### config.mk
export PLATFORM = sky130hd
export DESIGN_NAME = rate_spike_encoder
export DESIGN_NICKNAME = d
export VERILOG_FILES = /design/src/rtl/snn_enc_pkg.sv /design/src/rtl/spike_phase_counter.sv /design/src/rtl/rate_spike_encoder.sv
export SDC_FILE = /design/constraint.sdc
export NUM_CORES = 1
export LEC_CHECK = 0
export BUFFER_PORTS_ARGS = -buffer_cell sky130_fd_sc_hd__clkbuf_2
export CORE_ASPECT_RATIO = 0.7
export CORE_MARGIN = 2
export CORE_UTILIZATION = 45
export DETAILED_ROUTE_END_ITERATION = 7
export RECOVER_POWER = 50
export SYNTH_ARGS = -nofsm -noshare
export SYNTH_HDL_FRONTEND = slang
export SYNTH_SLANG_ARGS = --single-unit
### constraint.sdc
create_clock -name clk -period 2.8 [get_ports clk]
set_input_delay 0.56 -clock clk [delete_from_list [all_inputs] [get_ports clk]]
set_output_delay 0.56 -clock clk [all_outputs]
set_load 0.02 [all_outputs]
### src/rtl/snn_enc_pkg.sv
// Shared definitions for the spike encoder path: encoder state encoding and
// the period code constants common with the intensity-to-period mapper.
package snn_enc_pkg;

    localparam int PERIOD_W = 8;
    localparam logic [PERIOD_W-1:0] SILENT_PERIOD = 8'd255;
    localparam int MIN_PERIOD_DEF = 2;

    typedef enum logic [1:0] {
        IDLE,
        LOAD,
        RUN,
        DONE
    } enc_state_t;

endpackage

### src/rtl/spike_phase_counter.sv
// Per-train phase accumulator: counts enabled timesteps and fires when the
// phase reaches period-1, then wraps. Silent period holds phase at zero.
module spike_phase_counter
    import snn_enc_pkg::*;
(
    input  logic                clk,
    input  logic                rst,
    input  logic                clear_i,
    input  logic                en_i,
    input  logic [PERIOD_W-1:0] period_i,
    output logic                fire_o,
    output logic [PERIOD_W-1:0] phase_o
);

    logic [PERIOD_W-1:0] phase_q;
    logic [PERIOD_W-1:0] phase_d;
    logic                silent;

    assign silent  = (period_i == SILENT_PERIOD);
    // period_i is never below 1 while running, so the 8-bit subtract cannot wrap
    assign fire_o  = en_i && !silent && (phase_q == period_i - 8'd1);
    assign phase_o = phase_q;

    always_comb begin
        phase_d = phase_q;
        if (clear_i) begin
            phase_d = '0;
        end else if (en_i) begin
            if (fire_o || silent) begin
                phase_d = '0;
            end else begin
                phase_d = phase_q + 8'd1;
            end
        end
    end

    always_ff @(posedge clk or posedge rst) begin
        if (rst) begin
            phase_q <= '0;
        end else begin
            phase_q <= phase_d;
        end
    end

endmodule

### src/rtl/rate_spike_encoder.sv
// Rate-coded spike train generator: one presentation window per accepted
// start, spike rate set by the captured period, spike count reported at end.
//
// state | meaning
// IDLE  | waiting for start; last spike_count held
// LOAD  | one settling cycle after capture, step_en ignored
// RUN   | counting timesteps, emitting spikes on phase wrap
// DONE  | one-cycle done pulse, back to IDLE
module rate_spike_encoder
    import snn_enc_pkg::*;
#(
    parameter int WIN_LEN    = 350,
    parameter int MIN_PERIOD = MIN_PERIOD_DEF,
    parameter int CNT_W      = 9
) (
    input  logic                clk,
    input  logic                rst,
    input  logic                start,
    input  logic [PERIOD_W-1:0] period_in,
    input  logic                step_en,
    input  logic                abort,
    output logic                spike,
    output logic                busy,
    output logic                done,
    output logic [CNT_W-1:0]    spike_count
);

    localparam int STEP_W = (WIN_LEN > 1) ? $clog2(WIN_LEN) : 1;
    localparam logic [STEP_W-1:0]   LAST_STEP = STEP_W'(WIN_LEN - 1);
    localparam logic [PERIOD_W-1:0] MIN_P     = PERIOD_W'(MIN_PERIOD);

    enc_state_t          state_q;
    logic                spike_q;
    logic                busy_q;
    logic                done_q;
    logic [CNT_W-1:0]    count_q;
    logic [STEP_W-1:0]   step_q;
    logic [PERIOD_W-1:0] period_q;

    logic [PERIOD_W-1:0] period_eff;
    logic                phase_clear;
    logic                phase_en;
    logic                fire;
    logic [PERIOD_W-1:0] dbg_phase_unused;

    always_comb begin
        period_eff = period_in;
        if (period_in == SILENT_PERIOD) begin
            period_eff = SILENT_PERIOD;
        end else if (period_in < MIN_P) begin
            period_eff = MIN_P;
        end
    end

    assign phase_clear = (state_q == IDLE) && start;
    // abort wins over step_en, so the phase must not advance on an abort cycle
    assign phase_en    = (state_q == RUN) && step_en && !abort;

    spike_phase_counter u_phase (
        .clk      (clk),
        .rst      (rst),
        .clear_i  (phase_clear),
        .en_i     (phase_en),
        .period_i (period_q),
        .fire_o   (fire),
        .phase_o  (dbg_phase_unused)
    );

    always_ff @(posedge clk or posedge rst) begin
        if (rst) begin
            state_q  <= IDLE;
            spike_q  <= 1'b0;
            busy_q   <= 1'b0;
            done_q   <= 1'b0;
            count_q  <= '0;
            step_q   <= '0;
            period_q <= '0;
        end else begin
            spike_q <= 1'b0;
            done_q  <= 1'b0;
            case (state_q)
                IDLE: begin
                    if (start) begin
                        period_q <= period_eff;
                        count_q  <= '0;
                        step_q   <= '0;
                        busy_q   <= 1'b1;
                        state_q  <= LOAD;
                    end
                end
                LOAD: begin
                    if (abort) begin
                        busy_q  <= 1'b0;
                        state_q <= IDLE;
                    end else begin
                        state_q <= RUN;
                    end
                end
                RUN: begin
                    if (abort) begin
                        busy_q  <= 1'b0;
                        state_q <= IDLE;
                    end else if (step_en) begin
                        spike_q <= fire;
                        if (fire && (count_q != {CNT_W{1'b1}})) begin
                            count_q <= count_q + 1'b1;
                        end
                        step_q <= step_q + 1'b1;
                        if (step_q == LAST_STEP) begin
                            busy_q  <= 1'b0;
                            done_q  <= 1'b1;
                            state_q <= DONE;
                        end
                    end
                end
                DONE: begin
                    state_q <= IDLE;
                end
                default: begin
                    state_q <= IDLE;
                end
            endcase
        end
    end

    assign spike       = spike_q;
    assign busy        = busy_q;
    assign done        = done_q;
    assign spike_count = count_q;

endmodule

* Yosys cells after proc, flatten, opt, wreduce, memory -nomap -nowiden
Index checks and enable logic that the tools add are counted.
Storage, ports and cells: bits in registers 39, bits in latches 0, bits in writable memories 0, bits in read-only memories 0, input port bits 13, output and inout bits 12, logic and storage cells 78, memories 0
Cells by class: add/subtract/negate cells 4, multipliers 0, div/mod/pow operators 0, $lt $le $gt $ge 1, equality and inequality tests 15, shift-type cells 0, multiplexer cells 32, bitwise operators 0, reduce and logical (&&, ||, !) cells 18
Operators by type and width (number):
- 2-to-1 mux 9 bit | 6
- 2-to-1 mux 8 bit | 5
- case mux 9 bit (2 select lines) | 2
- adder 9 x 1 -> 9 bit, second input constant | 2
- == test 8 bit, second input constant | 2
- 2-to-1 mux 1 bit | 12
- 2-to-1 mux 2 bit | 5
- AND reduction 5 bit | 2
- == test 9 bit, second input constant | 1
- inequality test 9 bit, second input constant | 1
- adder 8 x 1 -> 8 bit, second input constant | 1
- == test 8 bit | 1
- less-than comparator 8 x 2 -> 1 bit, second input constant | 1
- inequality test 2 bit, second input constant | 4
- case mux 2 bit (4 select lines) | 1
- subtractor 8 x 1 -> 8 bit, second input constant | 1
- logical AND 1 bit | 6
- == test 2 bit, second input constant | 2
- AND reduction 4 bit | 1
- nonzero test 2 bit | 2
- inequality test 3 x 2 -> 1 bit, second input constant | 1
- inequality test 3 bit, second input constant | 1
- case mux 1 bit (3 select lines) | 1
- AND reduction 3 bit | 1
- 7 further kinds | 8

* Longest topological paths before layout
depth in word-level cells 10, depth in mapped cells 10, gate-level depth less buffers 9

* Cells and area by module
A second synthesis with hierarchy kept.
Second synthesis, totals: cell total of the unflattened synthesis 244, area, all modules 2371.0 um2
Modules (own cells, without submodules):
- rate_spike_encoder | times used 1, cells an instance 156, area each 1597.8 um2, seq. area each 775.7 um2
- spike_phase_counter | times used 1, cells an instance 88, area each 773.2 um2, seq. area each 200.2 um2

* Worst setup path after synthesis
No wires, ideal clock.
path type reg2reg, start point register count_q[0], in the netlist spike_count[0], end point register count_q[5], in the netlist spike_count[5], setup time 0.069 ns, arrival time 2.285 ns, data required time 2.731 ns, setup slack 0.446 ns, stages on the path, launching flop included 10, buffers on the path 0, period minus slack after synthesis 2.354 ns, cell sequence dfrtp_1 ha_1 and3_1 and3_1 ha_1 nor2_1 and4_1 nand3_1 or4_1 nand3_1
On the way: longest elaborated chain between the ends 5, elaborated cells between the ends (all ways) 9, those cells by class add/sub (1); eq/ne (2); mux (4); reduce/logical (2)
Ends and longest elaborated chain:
- start: declaration | line rate_spike_encoder.sv:36 | logic [CNT_W-1:0] count_q;
- start signal: assignment | line rate_spike_encoder.sv:106 | count_q <= count_q + 1'b1;
- adder 9 x 1 -> 9 bit | line rate_spike_encoder.sv:106
- 2-to-1 mux 9 bit | line rate_spike_encoder.sv:105 | if (fire && (count_q != {CNT_W{1'b1}})) begin
- 2-to-1 mux 9 bit | line rate_spike_encoder.sv:103 | end else if (step_en) begin
- 2-to-1 mux 9 bit | line rate_spike_encoder.sv:100 | if (abort) begin
- case mux 9 bit (2 select lines) | line rate_spike_encoder.sv:81 | case (state_q)
Several ways; a longest one is shown, not always the timed one. The select of a mux whose other input is x is not followed. A chain may end at the register's enable or synchronous reset.

* Worst setup path in the final report
Ends and elaborated chain as after synthesis.

==> out/results.tsv <==
stage	metric	value	unit
global_routing	gr ovfl total	0	
logic_synthesis	Syn Inst Count	240	
clocking	post-CTS setup repair buffer count	0	
power	Pleak	1.25	nW
worst_setup_path	CP Launch Type	register	
floorplanning	I/O Pins	25	
logic_synthesis	ys flop type	dfrtp_1	
clocking	H-Tree Depth	2	
worst_setup_path	critical path data arrival time	2.67	ns
routing	DR pass1 iterations	4	
power	Logic pwr share	39.2	%
power	power per cell area	735	nW/µm²
floorplanning	die width	89.9	µm
final_layout	most common cell after layout, fill and taps aside	dfrtp_1	
routing	DR WL met3	185	µm
sta	Worst slew margin	-40.8	%
global_routing	GRT Util Overall	18.3	%
routing	routed wire length	4630	µm
sta	worst hold margin	0.516	ns
routing	WL met1	2660	µm
sta	Hold Violations, Final	0	
place	Final Wtd Congestion	0.780	
final_layout	Util after Layout	53.5	%
clocking	CTS tree	built	
floorplanning	DIE HEIGHT	64.1	µm
sta	Max Freq	408	MHz
logic_synthesis	Yosys reg bits	39	
sta	max-slew violation count	40	
worst_setup_path	worst reg2reg path startpoint	spike_count[0]	
power	P_int	1.18	mW
sta	RSZ-0062 raised after global routing	false	
sta	final setup fails	0	
worst_setup_path	Worst Path Max Fanout	4	
place	number of port buffers	24	
routing	met2 WL	1770	µm
sta	Final Skew	0.00553	ns
routing	via count	1799	
global_routing	first-pass GRT wire length	8540	µm
clocking	Resized Gates After CTS	0	
power	P_sw	0.745	mW
power	Reg power frac	41.0	%
floorplanning	Die Area	5760	µm²
flow_run	Max Cap Viol	1	
logic_synthesis	synth warn	0	
logic_synthesis	EDFF count, synth	0	
logic_synthesis	Yosys top cell area share	42.0	%
logic_synthesis	Syn Area/Cell	9.68	µm²
routing	post-route DRC violation count	0	
final_layout	area delta synth->final	12.5	%
sta	final setup TNS	0	ns
final_layout	final net count	295	
floorplanning	Initial Util	47.5	%
power	worst IR drop on VDD	0.391	mV
place	Post-DP HPWL	3480	µm
final_layout	layout cells sized above 1	17.0	%
worst_setup_path	Slowest-stage cell, CP	or4_1	
global_routing	vias in the first global route	1777	
power	Switching Share	38.7	%
logic_synthesis	share of flip-flops with an asynchronous set or reset	100	%
sta	worst-margin pin slew	2.11	ns
final_layout	Finished Cell Area	2620	µm²
clocking	Root Buffer	clkbuf_8	
worst_setup_path	data required time of the worst path	3.02	ns
power	Tot Pwr	1.92	mW
worst_setup_path	Buf/Inv on CP	0	
routing	DR vias/cell	5.29	
final_layout	Fillers	484	
worst_setup_path	Setup crit end kind	register	
worst_setup_path	CP delay by family, top	simple AND/OR/NAND/NOR gates	
run_status	status	finished with violations	
worst_setup_path	critical path class	register to register	
clocking	Num CTS Buffers	5	
clocking	Reg clk slew, reported paths	0.07	ns
routing	antenna-violating nets left	0	
routing	routed len/inst	13.6	µm
worst_setup_path	CP max stage delay	0.47	ns
sta	crit path time final	2.45	ns
routing	highest metal used	met4	
worst_hold_path	min-delay worst type	input port to register	
worst_setup_path	Critical Path, Cell by Cell	ha_1, and3_1, and3_1, ha_1, nor2_1, and4_1, nand3_1, or4_1, nand3_1	
final_layout	ANT cells	0	
final_layout	most frequent cells in the layout	39 x dfrtp_1, 24 x nand2_1, 19 x nand3_1, 19 x clkbuf_2, 18 x nor2_1	
logic_synthesis	syn_nets	264	
logic_synthesis	Yosys top cell by area	dfrtp_1	
clocking	Post-CTS Hold Buffers	0	
floorplanning	core area	4890	µm²
logic_synthesis	cell area after synthesis	2320	µm²
routing	initial DRC count	41	
global_routing	pin count of the biggest net entering global routing	40	
floorplanning	Core Rows	21	
logic_synthesis	sequential share of the synthesized area	42.0	%
clocking	Longest Clk Path Bufs	2	
power	part of the power in the clock network	19.8	%
global_routing	initial antenna violation count	0	
place	dpl cell area	2540	µm²
clocking	Worst-Skew Late Latency	0.28	ns
logic_synthesis	Distinct cells, synth	49	
worst_hold_path	hold path start	period_in[0]	
clocking	clock sinks	39	
logic_synthesis	dominant cells by area after synthesis	dfrtp_1 42%, ha_1 5.9%, nand3_1 4.1%	
run_status	failing checks	max-capacitance violations, max-slew violations	
sta	part of the cycle the worst path needs	87.6	%
worst_setup_path	Crit. Startpoint	spike_count[0]	
## synthesized netlist by cell type (4+ instances only)
cell and number:
xor2_1 10, and3_1 7, nand4_1 4, xnor2_1 5, inv_1 10, o21ai_0 7
a22o_1 5, o211ai_1 4, nor3_1 5, dfrtp_1 39, mux2_2 8, nand2_1 24
nand2b_1 4, nor2_1 18, a21oi_1 10, a21o_1 4, ha_1 11, nand3_1 19
## metrics by stage
stage / setup slack (ns) / cells
2_1_floorplan: 0.446 / 240
3_3_place_gp: 0.432 / 333
3_5_place_dp: 0.382 / 333
4_1_cts: 0.351 / 340
5_1_grt: 0.115 / 340
6_report: 0.346 / 340
## state kept, by name (all words and copies together), names as in the netlist
| name | cells |
|---|---|
| step_q | 9 |
| u_phase.phase_o | 8 |
| busy | 1 |
| state_q | 2 |
| done | 1 |
| spike | 1 |
| period_q | 8 |
| spike_count | 9 |
## worst min-delay path, stage by stage
cell	delay, ns
clkbuf_2	0.08
nand3_1	0.06
o21ai_0	0.06
## routing by layer
| metal | GRT usage [%] | vias up |
|---|---|---|
| li1 | - | 928 |
| met1 | 28.1 | 840 |
| met2 | 25.7 | 29 |
| met3 | 4.25 | 2 |
| met4 | 4.62 | 0 |
| met5 | 0 | - |
## path summary, 6_finish.rpt
path	endpoint	slack, ns	cells after the start
max	spike_count[5]	0.35	9
min	period_q[0]	0.52	3
max reg2reg	spike_count[5]	0.35	9
min reg2reg	busy	0.53	2
max in group asynchronous	spike_count[2]	0.57	3
min in group asynchronous	u_phase.phase_o[5]	1.02	3
## cell type report
| type | instances | area (µm²) | area share, % |
|---|---|---|---|
| Clock inverter | 1 | 5.00 | 0.191 |
| Clock buffer | 6 | 82.6 | 3.16 |
| Multi-Input combinational cell | 186 | 1280 | 48.9 |
| Timing Repair Buffer | 29 | 148 | 5.65 |
| Sequential cell | 39 | 976 | 37.3 |
| Inverter | 10 | 37.5 | 1.44 |
| Tap cell | 69 | 86.3 | 3.30 |
## power by group through the flow
| stage | registers [mW] | clock network, mW | logic (mW) |
|---|---|---|---|
| after CTS | 0.788 | 0.390 | 0.763 |
| after detailed placement | 0.798 | 0 | 0.760 |
| final | 0.788 | 0.380 | 0.754 |
| after global routing | 0.809 | 0.423 | 0.856 |
| after global placement | 0.796 | 0 | 0.764 |
| after floorplan | 0.757 | 0 | 0.590 |
## cells by family (layout without fill, tap and decap cells)
group	after synthesis	count (layout)	share of synthesized area [%]
flip-flops	39	39	42.0
adder cells (fa/ha/maj)	11	11	5.92
AO/OA/AOI/OAI	41	41	11.8
buffers and inverters	15	46	2.91
multiplexers	10	10	4.74
AND/OR/NAND/NOR	108	108	26.0
XOR/XNOR	16	16	6.62
Power figures use the tool's default switching activity.
